File: config.mk
export PLATFORM = sky130hd
export DESIGN_NAME = nes_controller_poller
export DESIGN_NICKNAME = d
export VERILOG_FILES = /design/src/rtl/nes_controller_poller.sv
export SDC_FILE = /design/constraint.sdc
export NUM_CORES = 1
export LEC_CHECK = 0
export CORE_ASPECT_RATIO = 0.9
export CORE_MARGIN = 2
export CORE_UTILIZATION = 30
export CTS_CLUSTER_DIAMETER = 120
export CTS_CLUSTER_SIZE = 28
export DETAILED_ROUTE_END_ITERATION = 8
export PLACE_DENSITY_LB_ADDON = 0.1
export SYNTH_ARGS = -nofsm -noshare
export SYNTH_HDL_FRONTEND = slang
export SYNTH_SLANG_ARGS = --single-unit
export TNS_END_PERCENT = 5
File: constraint.sdc
create_clock -name clk -period 6.05 [get_ports clk]
set_clock_uncertainty 0.2 [all_clocks]
set_input_delay 0.9075 -clock clk [delete_from_list [all_inputs] [get_ports clk]]
set_output_delay 0.9075 -clock clk [all_outputs]
set_load 0.05 [all_outputs]
File: src/rtl/nes_controller_poller.sv
// nes_controller_poller: polls shared-latch NES/SNES pads with detection, auto-poll and edge reporting
module nes_controller_poller #(
    parameter int NUM_CONTROLLERS   = 4,
    parameter int DATA_BITS         = 8,
    parameter int LATCH_PULSE_WIDTH = 2,
    parameter int CLK_HALF_PERIOD   = 1,
    parameter int AUTO_POLL_PERIOD  = 0,
    parameter int DETECT            = 1
) (
    input  logic                                 clk,
    input  logic                                 rst,
    input  logic                                 start_fetch_i,
    output logic                                 busy_o,
    output logic                                 valid_o,
    output logic                                 controller_clk_o,
    output logic                                 controller_latch_o,
    input  logic [NUM_CONTROLLERS-1:0]           controller_serial_LIST_ni,
    output logic [NUM_CONTROLLERS*DATA_BITS-1:0] data_LIST_o,
    output logic [NUM_CONTROLLERS-1:0]           connected_o,
    output logic [NUM_CONTROLLERS*DATA_BITS-1:0] pressed_LIST_o,
    output logic [NUM_CONTROLLERS*DATA_BITS-1:0] released_LIST_o
);
    localparam int N  = DATA_BITS + DETECT;
    localparam int PW = $clog2((LATCH_PULSE_WIDTH > CLK_HALF_PERIOD ? LATCH_PULSE_WIDTH : CLK_HALF_PERIOD) + 1);
    localparam int SW = $clog2(N + 1);
    localparam int AW = AUTO_POLL_PERIOD > 1 ? $clog2(AUTO_POLL_PERIOD) : 1;
    localparam logic [AW-1:0] AP_MAX = AW'(AUTO_POLL_PERIOD > 0 ? AUTO_POLL_PERIOD - 1 : 0);
    localparam logic [PW-1:0] L_MAX  = PW'(LATCH_PULSE_WIDTH - 1);
    localparam logic [PW-1:0] H_MAX  = PW'(CLK_HALF_PERIOD - 1);
    localparam logic [SW-1:0] N_CNT  = SW'(N);

    typedef enum logic [4:0] {
        IDLE  = 5'b00001,
        LATCH = 5'b00010,
        LOW   = 5'b00100,
        HIGH  = 5'b01000,
        DONE  = 5'b10000
    } state_t;

    state_t state, state_nx;
    logic [PW-1:0] phase;
    logic [SW-1:0] samples;
    logic [AW-1:0] ap_cnt;
    logic tick, launch, phase_end, sample, commit;
    logic [N-1:0] shift [NUM_CONTROLLERS];
    logic [NUM_CONTROLLERS*DATA_BITS-1:0] new_data;
    logic [NUM_CONTROLLERS-1:0] new_conn;

    assign tick      = AUTO_POLL_PERIOD != 0 && ap_cnt == AP_MAX;
    assign launch    = state == IDLE && (start_fetch_i || tick);
    assign phase_end = phase == (state == LATCH ? L_MAX : H_MAX);
    assign sample    = state == LOW && phase_end;
    assign commit    = state == HIGH && phase_end && samples == N_CNT;

    always_ff @(posedge clk or posedge rst) begin
        if (rst) state <= IDLE;
        else     state <= state_nx;
    end

    always_comb begin
        state_nx = state == IDLE  ? (launch ? LATCH : IDLE)
                 : state == LATCH ? (phase_end ? LOW : LATCH)
                 : state == LOW   ? (phase_end ? HIGH : LOW)
                 : state == HIGH  ? (phase_end ? (samples == N_CNT ? DONE : LOW) : HIGH)
                 : IDLE;
    end

    always_comb begin
        busy_o             = state != IDLE;
        valid_o            = state == DONE;
        controller_latch_o = state == LATCH;
        controller_clk_o   = state == HIGH;
    end

    // Phase counter restarts on every state change; auto-poll counter restarts on every launch.
    always_ff @(posedge clk or posedge rst) begin
        if (rst) begin
            phase   <= '0;
            samples <= '0;
            ap_cnt  <= '0;
        end else begin
            phase   <= state_nx != state ? '0 : phase + PW'(1);
            samples <= launch ? '0 : samples + SW'(sample);
            ap_cnt  <= (launch || tick) ? '0 : ap_cnt + AW'(1);
        end
    end

    always_ff @(posedge clk or posedge rst) begin
        if (rst) begin
            for (int i = 0; i < NUM_CONTROLLERS; i++) shift[i] <= '0;
        end else if (sample) begin
            for (int i = 0; i < NUM_CONTROLLERS; i++) shift[i] <= {shift[i][N-2:0], ~controller_serial_LIST_ni[i]};
        end
    end

    // The trailing detect bit lands in bit 0; an absent port reads as all released.
    always_comb begin
        new_conn = '0;
        new_data = '0;
        for (int i = 0; i < NUM_CONTROLLERS; i++) begin
            new_conn[i] = DETECT != 0 ? shift[i][0] : 1'b1;
            new_data[i*DATA_BITS +: DATA_BITS] = new_conn[i] ? shift[i][N-1 -: DATA_BITS] : '0;
        end
    end

    always_ff @(posedge clk or posedge rst) begin
        if (rst) begin
            data_LIST_o     <= '0;
            connected_o     <= '0;
            pressed_LIST_o  <= '0;
            released_LIST_o <= '0;
        end else if (commit) begin
            data_LIST_o     <= new_data;
            connected_o     <= new_conn;
            pressed_LIST_o  <= new_data & ~data_LIST_o;
            released_LIST_o <= ~new_data & data_LIST_o;
        end
    end
endmodule

## After elaboration in Yosys (flattened, before gate mapping)

Index checks and enable logic that the tools add are counted.

- Memory bits (read-only): 0
- Bits in registers: 147
- Output and inout port bits: 104
- Bits in latches: 0
- Memories: 0
- Bits of input ports: 7
- RAM bits: 0
- Word-level logic and storage cells: 50

- Div/mod/pow operators: 0
- Equal/unequal tests: 9
- Shift operators: 0
- $add $sub $neg: 2
- Bitwise operators: 8
- Multiply operators: 0
- Magnitude comparators: 0
- Reductions and logical operators: 4
- Mux-type cells: 16

Operators with widths:

| cell | count |
|---|---|
| $and 32x32->32 | 2 |
| $not 32->32 | 2 |
| $mux 8 | 4 |
| $mux 5 | 6 |
| $mux 4 | 2 |
| $eq 5x1->1 const B | 1 |
| $eq 5x2->1 const B | 1 |
| $eq 5x3->1 const B | 1 |
| $eq 5x4->1 const B | 1 |
| $eq 5x5->1 const B | 1 |
| $ne 5x1->1 const B | 1 |
| $ne 5x5->1 | 1 |
| $add 4x1->4 | 1 |
| $eq 4x4->1 const B | 1 |
| $logic_and 1x1->1 | 4 |
| $mux 2 | 2 |
| $not 1->1 | 4 |
| $mux 3 | 1 |
| $add 2x1->2 const B | 1 |
| $eq 2x1->1 | 1 |
| $mux 1 | 1 |

## Logic depth before layout (Yosys ltp)

Gate-level depths: netlist of run 1.

- Word-level depth: 10
- Depth in mapped cells: 10

## Least setup slack after synthesis of run 1

OpenSTA, ideal clock, no wires.

- Path type: reg-to-output
- From: register state[3]
- To: output port valid_o
- Slack: 2.821 ns
- Arrival: 2.122 ns
- Stages on the path, launching flop included: 4
- Data required time: 4.943 ns
- Cells stage by stage: dfrtp_1 -> clkbuf_1 -> or3_1 -> nor3b_1

- Word-level cells in the longest chain between the ends: 1

RTL lines:

| item | RTL line | text |
|---|---|---|
| start, declared | 40 | `state_t state, state_nx;` |
| start signal, assigned | 57 | `else state <= state_nx;` |
| $eq 5x5->1 | 70 | `valid_o = state == DONE;` |
| end, declared | 14 | `output logic valid_o,` |

Every way passes these cells.

## Worst setup path in the final report of run 1

Same ends and word-level chain as after synthesis.

==> flow_metrics.tcl, run 1 <==
set metrics [dict create \
    io_pins 111 \
    synth-async-reset-ratio_pct 100 \
    place_ws_ns 2.88 \
    syn_area_per_cell_um2 11.1 \
    die_x_um 154 \
    drt_iter0_drc 168 \
    overflow 0 \
    detailroute.via_count 4243 \
    clock_latency_ns 0.42 \
    cts-resized-gates 0 \
    cp.required_ns 4.94 \
    endpoint_kind "output port" \
    relSlewSlack_pct 32.8 \
    worst_slew_pin_slew_ns 1.01 \
    critPathKind "flop to output port" \
    grt_busiest_layer "met2" \
    whs_path_depth 2 \
    synth_flop_cell "dfrtp_1" \
    synth-edff-count 0 \
    clk_pin_slew_ns 0.06 \
    cts_buffer_depth 2 \
    r2r-start "state[4]" \
    use_met1_pct 17.1 \
    grt_max_degree 106 \
    drv_slew 0 \
    num_rows 49 \
    met3_usage_pct 4.05 \
    timing.final.crit_period_ns 3.51 \
    layout-drive-gt1-share_pct 19.0 \
    fin_hold_ws_ns 0.264 \
    drc 0 \
    start_util_pct 30.6 \
    irDropWorstVdd_v 0.000182 \
    area_growth_pct 31.1 \
    min_path_type "flop to flop" \
    yosysSeqAreaShare_pct 60.2 \
    finalHoldViolCount 0 \
    antenna_found_initial 0 \
    via_per_inst 4.62 \
    die_h_um 139 \
    htree_levels 4 \
    ant_nets 0 \
    syn_inst 551 \
    reg2reg_to "pressed_LIST_o[11]" \
    grtUsageMet2_pct 20.2 \
    place_hpwl_um 8480 \
    synth_top_area_cell "dfrtp_1" \
    numCtsBuffers 17 \
    clock_sinks 147 \
    dieArea_um2 21500 \
    antenna_cells 0 \
    hold_buffers 0 \
    final_util_pct 40.1 \
    ys_warn_count 0 \
    cts_setup_buffers 0 \
    cap_viol_max_count 0 \
    timing.final.crit_share_pct 58.0 \
    status "completed" \
    crit_start "state[3]" \
    leakagePower_nw 3.58 \
    grt_pass1_wl_um 22100 \
    r2r_setup_slack_ns 2.88 \
    worst-path-max-fanout 13 \
    port_buffers 110 \
    clock-root-buffer "clkbuf_16" \
    wirelength_um 13200 \
    clock.fmax_ghz 0.285 \
    whs_endpoint "released_LIST_o[25]" \
    routedWlPerCell_um 14.4 \
    cp.arrival_ns 2.40 \
    setup-violations-final 0 \
    setup_tns_ns 0 \
    syn-cell-area_um2 6110 \
    synth-seq-cells 147 \
    syn_nets 560 \
    rr_worst_depth 5 \
    power.total_mw 2.81 \
    nets 659 \
    startpoint_type "flop" \
    setup_slack_ns 2.54 \
    coreArea_um2 20000 \
    ys_top_cells_by_area "dfrtp_1, nand2_1, o31ai_2" \
    grt_util_all_layers_pct 13.1 \
    yosysUniqueCellTypes 37 \
    tritoncts "done" \
    first_global_vias 4179 \
    hp-start "released_LIST_o[25]" \
    rsz0062_at_grt "no" \
    gp_congestion 0.765 \
    power_density_nw_per_um2 350 \
    synth.top_cell.area_share_pct 59.8 \
    first_pass_iters 4 \
]
-- power breakdown --
group	switching, mW	total (mW)	internal (mW)
clock	0.418	1.17	0.755
sequential	0.110	1.19	1.08
combinational	0.280	0.441	0.161
total	0.808	2.81	2.00
-- worst max-delay path by stage --
stage                              end  cells after the start  slack (ns)
finish                         valid_o                      3        2.54
global route                   valid_o                      3        2.42
CTS                            valid_o                      3        2.52
detailed placement  pressed_LIST_o[17]                      5        2.88
global placement       data_LIST_o[16]                      6        2.92
floorplan               connected_o[0]                      1        0.99
-- cell type report --
class / instances / area, um^2
repair buffers: 114 / 1130
clock inverters: 12 / 204
flip-flops and latches: 147 / 3680
inverters: 2 / 12.5
multi-input cells: 368 / 2210
fillers: 1950 / 12000
clock buffers: 20 / 457
well taps: 255 / 319
-- placed cells by master, fill, tap and decap left out, drive strengths merged, types with 5 or more instances in the layout --
master / n
nor2: 9
o21ai: 41
mux2: 32
clkdlybuf4s50: 110
nand3: 36
o31ai: 32
nand2: 181
clkbuf: 20
dfrtp: 146
bufinv: 5
-- metrics by stage --
step,cell area [um^2],std cells
after floorplan,6110,551
after global placement,7350,886
after detailed placement,7350,886
after CTS,8010,918
after global routing,8010,918
final,8010,918
-- metal layers --
layer | wire, um | part of all wire (%)
met1 | 6280 | 47
met2 | 6090 | 46
met5 | 0 | 0
met4 | 219 | 1.7
met3 | 648 | 4.9
-- cell families (layout without fill, tap and decap cells) --
family | count (synthesis) | count (layout) | share of synthesized area (%)
AOI/OAI and AO/OA | 81 | 81 | 10.9
xor gates and xnor gates | 3 | 3 | 0.430
adders and majority gates | 2 | 2 | 0.410
buffers and inverters | 36 | 148 | 3.77
DFF | 147 | 147 | 60.2
muxes | 32 | 32 | 5.90
and+or+nand+nor | 250 | 250 | 18.4
-- state kept, by name, indices dropped and copies added (netlist names) --
name	cells
released_LIST_o	32
new_conn	4
phase	2
data_LIST_o	32
samples	4
shift	32
pressed_LIST_o	32
state	5
connected_o	4
-- synth_stat cells, types with 3 or more instances --
| cell type | number |
|---|---|
| or3_4 | 3 |
| o21ai_0 | 41 |
| buf_2 | 4 |
| buf_6 | 12 |
| nor2_1 | 9 |
| nand2b_1 | 3 |
| buf_1 | 4 |
| nand2_1 | 161 |
| mux2_2 | 32 |
| nand4b_1 | 3 |
| nand2_2 | 20 |
| clkbuf_1 | 14 |
| nand3_1 | 36 |
| nor3_1 | 4 |
| o31ai_2 | 32 |
| dfrtp_1 | 146 |
-- critical path: stages, from the launching register on --
cell	delay (ns)
dfrtp_1	0.52
or3_1	0.45
nor3b_1	0.19
clkdlybuf4s50_1	0.82
(Power assumes the default switching activity.)
==> run 2, diff against run 1 <==
- clock period: 6.05 -> 2.95 ns (I/O delays scaled with it)
==> flow_metrics.tcl, run 2 (synthesis results as in run 1) <==
set metrics [dict create \
    status "completed" \
    p_sw_mw 1.61 \
    swShare_pct 29.3 \
    routedWlPerCell_um 14.1 \
    clk_pin_slew_ns 0.06 \
    irDropWorstVdd_v 0.000332 \
    crit_path_end "busy_o" \
    timing.final.crit_period_ns 2.75 \
    leakagePower_nw 3.60 \
    worst_slew_pin_slew_ns 0.781 \
    htree_levels 4 \
    num_rows 49 \
    via_per_inst 4.52 \
    grt_max_degree 165 \
    power_density_nw_per_um2 687 \
    nets 661 \
    die_h_um 139 \
    worstPathCellList "nor3_2, nand3b_1, clkdlybuf4s50_1" \
    max_stage_delay_ns 0.72 \
    cp_slowest_cell "clkdlybuf4s50_1" \
    die_x_um 154 \
    r2r-start "state[4]" \
    internal_power_mw 3.89 \
    gp_congestion 0.729 \
    crit_start "state[3]" \
    layout-drive-gt1-share_pct 19.4 \
    wirelength_um 12900 \
    numCtsBuffers 17 \
    min_path_type "flop to flop" \
    cts_buffer_depth 2 \
    ant_nets 0 \
    seqCellArea_um2 3680 \
    setup-violations-final 0 \
    rsz0062_at_grt "no" \
    timing.final.crit_share_pct 93.3 \
    reg2reg_to "data_LIST_o[12]" \
    place_ws_ns 0.366 \
    antenna_found_initial 0 \
    clock.fmax_ghz 0.363 \
    drt_iter0_drc 134 \
    overflow 0 \
    area_growth_pct 31.1 \
    comb_power_share_pct 16.6 \
    setup_slack_ns 0.198 \
    relSlewSlack_pct 47.9 \
    seq_power_share_pct 44.4 \
    layout_common_cells "nand2_1, dfrtp_1, clkdlybuf4s50_1" \
    finalHoldViolCount 0 \
    first_global_vias 4233 \
    fill_cells 1945 \
    clock_sinks 147 \
    clkPwrFrac_pct 39.0 \
    dieArea_um2 21500 \
    hp-start "released_LIST_o[25]" \
    detailroute.via_count 4158 \
    start_util_pct 30.6 \
    drc 0 \
    rr_worst_depth 6 \
    r2r_setup_slack_ns 0.28 \
    final_common_cell "nand2_1" \
    endpoint_kind "output port" \
    coreArea_um2 20000 \
    clock-root-buffer "clkbuf_16" \
    cp.required_ns 2.31 \
    port_buffers 110 \
    cp.arrival_ns 2.11 \
    grt_pass1_wl_um 21900 \
    drv_slew 0 \
    setup_tns_ns 0 \
    grt_util_all_layers_pct 12.7 \
    multi_input_area_um2 2210 \
    clock_latency_ns 0.41 \
    cap_viol_max_count 0 \
    first_pass_iters 4 \
    io_pins 111 \
    worst-path-max-fanout 13 \
    place_hpwl_um 8060 \
    antenna_cells 0 \
    cts_setup_buffers 0 \
    startpoint_type "flop" \
    critPathKind "flop to output port" \
    tritoncts "done" \
]
run 2: power by group through the flow:
stage / Clock (mW) / Sequential (mW) / Combinational, mW
3_5_place_dp: 0 / 2.48 / 0.920
5_1_grt: 2.32 / 2.48 / 1.00
4_1_cts: 2.23 / 2.45 / 0.925
6_report: 2.15 / 2.44 / 0.913
2_1_floorplan: 0 / 2.54 / 0.582
3_3_place_gp: 0 / 2.48 / 0.906
run 2: critical path, delay by kind of cell (launching register included):
family | cells | cell delay [ns]
AND/OR/NAND/NOR | 2 | 0.48
flip-flops | 1 | 0.51
buffers and inverters | 1 | 0.72
run 2: per-stage QoR:
stage                     total power [mW]  util (%)  cells  cell area, um^2  hold slack, ns
after floorplan                       3.12         -    551             6110           0.280
after global placement                3.38      37.1    888             7410           0.250
after detailed placement              3.40      37.1    888             7410           0.258
after CTS                             5.60      40.0    920             8000           0.271
after global routing                  5.80      40.1    920             8010           0.282
final                                 5.50      40.1    920             8010           0.261
run 2: how the worst min path moves through the flow:
stage	to	cells after the start	slack, ns
after floorplan	shift[17]	1	0.28
after global placement	released_LIST_o[25]	2	0.25
after detailed placement	released_LIST_o[25]	2	0.26
after CTS	released_LIST_o[25]	2	0.27
after global routing	released_LIST_o[25]	2	0.28
final	released_LIST_o[25]	2	0.26
run 2: routing by layer:
| layer | track usage (%) | share of wire, % | vias up |
|---|---|---|---|
| met2 | 20.6 | 46 | 80 |
| met4 | 3.51 | 0.76 | 0 |
| met5 | 0 | 0 | - |
| met1 | 16.6 | 49 | 2008 |
| li1 | - | - | 2065 |
| met3 | 3.96 | 4.5 | 5 |
run 2: cell type report:
class / instances / area share [%]
clock buffer: 23 / 6.09
clock inverter: 9 / 1.28
inverter: 2 / 0.141
multi-input combinational: 368 / 27.6
sequential: 147 / 46.0
tap: 255 / 3.98
timing repair buffer: 116 / 14.9
run 2: repair_timing:
| action | 4_1_cts | 5_1_grt |
|---|---|---|
| endpoints found under the setup margin | 0 | 2 |
| gates resized for setup | 0 | 2 |
| hold buffers | 0 | 0 |
==> edit (flow settings as in run 2) <==
Encoding of `state_t`: now binary (3 bits for 5 states).
--- a/src/rtl/nes_controller_poller.sv
+++ b/src/rtl/nes_controller_poller.sv
@@ -31,8 +31,8 @@
 
-    typedef enum logic [4:0] {
-        IDLE  = 5'b00001,
-        LATCH = 5'b00010,
-        LOW   = 5'b00100,
-        HIGH  = 5'b01000,
-        DONE  = 5'b10000
+    typedef enum logic [2:0] {
+        IDLE  = 3'd0,
+        LATCH = 3'd1,
+        LOW   = 3'd2,
+        HIGH  = 3'd3,
+        DONE  = 3'd4
     } state_t;
Behaviour: no difference found for any inputs over 10 cycles, from zero or initial values and one cycle with rst high; not proved beyond that.
==> edit against run 2 <==
Sequential cell count decreased by 2. Setup slack improved by 0.059 ns. Cell area increased by 3.1%. Highest routed layer unchanged. Synthesized area is 2.5% higher. Routed wire length up 2.8%. Synthesized cell count shrank 13%. Largest cell class unchanged. Via count decreased by 7.1%. Register-to-register slack better by 0.27 ns. Core utilization is 0.065 points lower. Critical path depth decreased by 1.
Power is not compared: it rests on default switching activity, and its combinational part moved more than twofold at a synthesized area within 25%.
==> edit: results (changes against run 2) <==
stage,metric,value,unit,change
global_routing,grt_pass1_vias,4111,,was 4233
timing,max_slew.worst_pin.slew,0.681,ns,was 0.781 ns
drt,wirelength,13300,um,was 12900 um
finish,seq_share,0.439,,was 0.460
yosys,synth_area_leaders,"dfrtp_1, mux2_4, mux2_2, mux2i_1, a21oi_1",,"was dfrtp_1, nand2_1, o31ai_2, mux2_2, o21ai_0"
drt,via_count,3862,,was 4158
drt,drc_errors,0,,unchanged
power_and_ir_drop,leakage,4.09,nW,
yosys,yosysSeqAreaShare,0.579,,was 0.602
setup_path,crit_fanout,9,,was 13
min_path,hold_class,input pin to asynchronous set/reset pin,,was flip-flop to flip-flop
finish,num-nonclk-inverters,36,,was 2
global_routing,track_usage,0.128,,was 0.127
finish,clock_buffers,18,,was 23
setup_path,critPathCapture,busy_o,,unchanged
placement,post_dp_cell_area,0.00765,sq mm,was 0.00741 sq mm
setup_path,r2r-end,released_LIST_o[31]$_DFFE_PP0P_,,was data_LIST_o[12]$_DFFE_PP0P_
clocking,clock_tree.root_cell,clkbuf_16,,unchanged
yosys,synthCells,478,,was 551
yosys,syn_nets,487,,was 560
finish,clock_cell_area_share,0.0738,,was 0.0737
timing,whs,0.218,ns,was 0.261 ns
setup_path,regToRegStartpoint,state[1]$_DFF_PP0_,,was state[4]$_DFF_PP0_
yosys,synth_common_cells,"dfrtp_1, mux2_4, mux2_2",,"was nand2_1, dfrtp_1, o21ai_0"
finish,multi_input_area_share,0.285,,was 0.276
setup_path,r2r_setup_slack,0.55,ns,was 0.28 ns
placement,post-place-ws,0.566,ns,was 0.366 ns
finish,fin_nets,599,,was 661
timing,fin_crit,2.69,ns,was 2.75 ns
yosys,synthXorXnorAreaFrac,0.00559,,was 0.00430
setup_path,crit_start,state[2]$_DFF_PP0_,,was state[3]$_DFF_PP0_
status,status,finished clean,,unchanged
drt,drt_iter0_drc,173,,was 134
setup_path,cp_data_arrival_time,2.05,ns,was 2.11 ns
placement,place_hpwl,8880,um,was 8060 um
finish,num-fill-cells,1980,,was 1945
placement,place_congestion,0.715,,was 0.729
finish,fin_cells,863,,was 920
finish,seq_cells,145,,was 147
finish,nNonClkBuffers,119,,was 116
finish,final_util,0.400,,was 0.401
yosys,synth_fa_ha_area_frac,0.00400,,was 0.00410
global_routing,grt_pass1_wl,22100,um,was 21900 um
finish,multi_input_gates,271,,was 368
global_routing,grt_start_max_net_pins,62,,was 165
yosys,synth_cell_types,31,,was 37
finish,layout.nonclk_buf_frac,0.146,,was 0.149
setup_path,reg2reg_depth,4,,was 6
finish,finish.instance_area,0.00826,sq mm,was 0.00801 sq mm
placement,post-place-cells,831,,was 888
[edit: cells by family after synthesis]
group                      count (synthesis)
and+or+nand+nor                           88
AOI/OAI and AO/OA                         45
xor gates and xnor gates                   4
DFF                                      145
adders and majority gates                  2
buffers and inverters                     62
muxes                                    132
[edit: where the power goes]
part / internal [mW] / switching, mW
Combinational: 1.54 / 2.16
Sequential: 2.63 / 0.683
Clock: 1.35 / 0.898
Total: 5.52 / 3.75
[edit: worst register-to-register path, cell delays in order, from the launching register on]
cell	delay [ns]
dfrtp_1	0.51
or3b_1	0.37
or4_4	0.44
buf_4	0.34
mux2_4	0.43
[edit: per-layer routing]
| layer | wire [um] | up-vias | GRT usage |
|---|---|---|---|
| met3 | 599 | 11 | 0.0387 |
| met5 | 0 | - | 0 |
| met1 | 6210 | 1942 | 0.166 |
| li1 | - | 1838 | - |
| met4 | 127 | 0 | 0.0391 |
| met2 | 6380 | 71 | 0.207 |
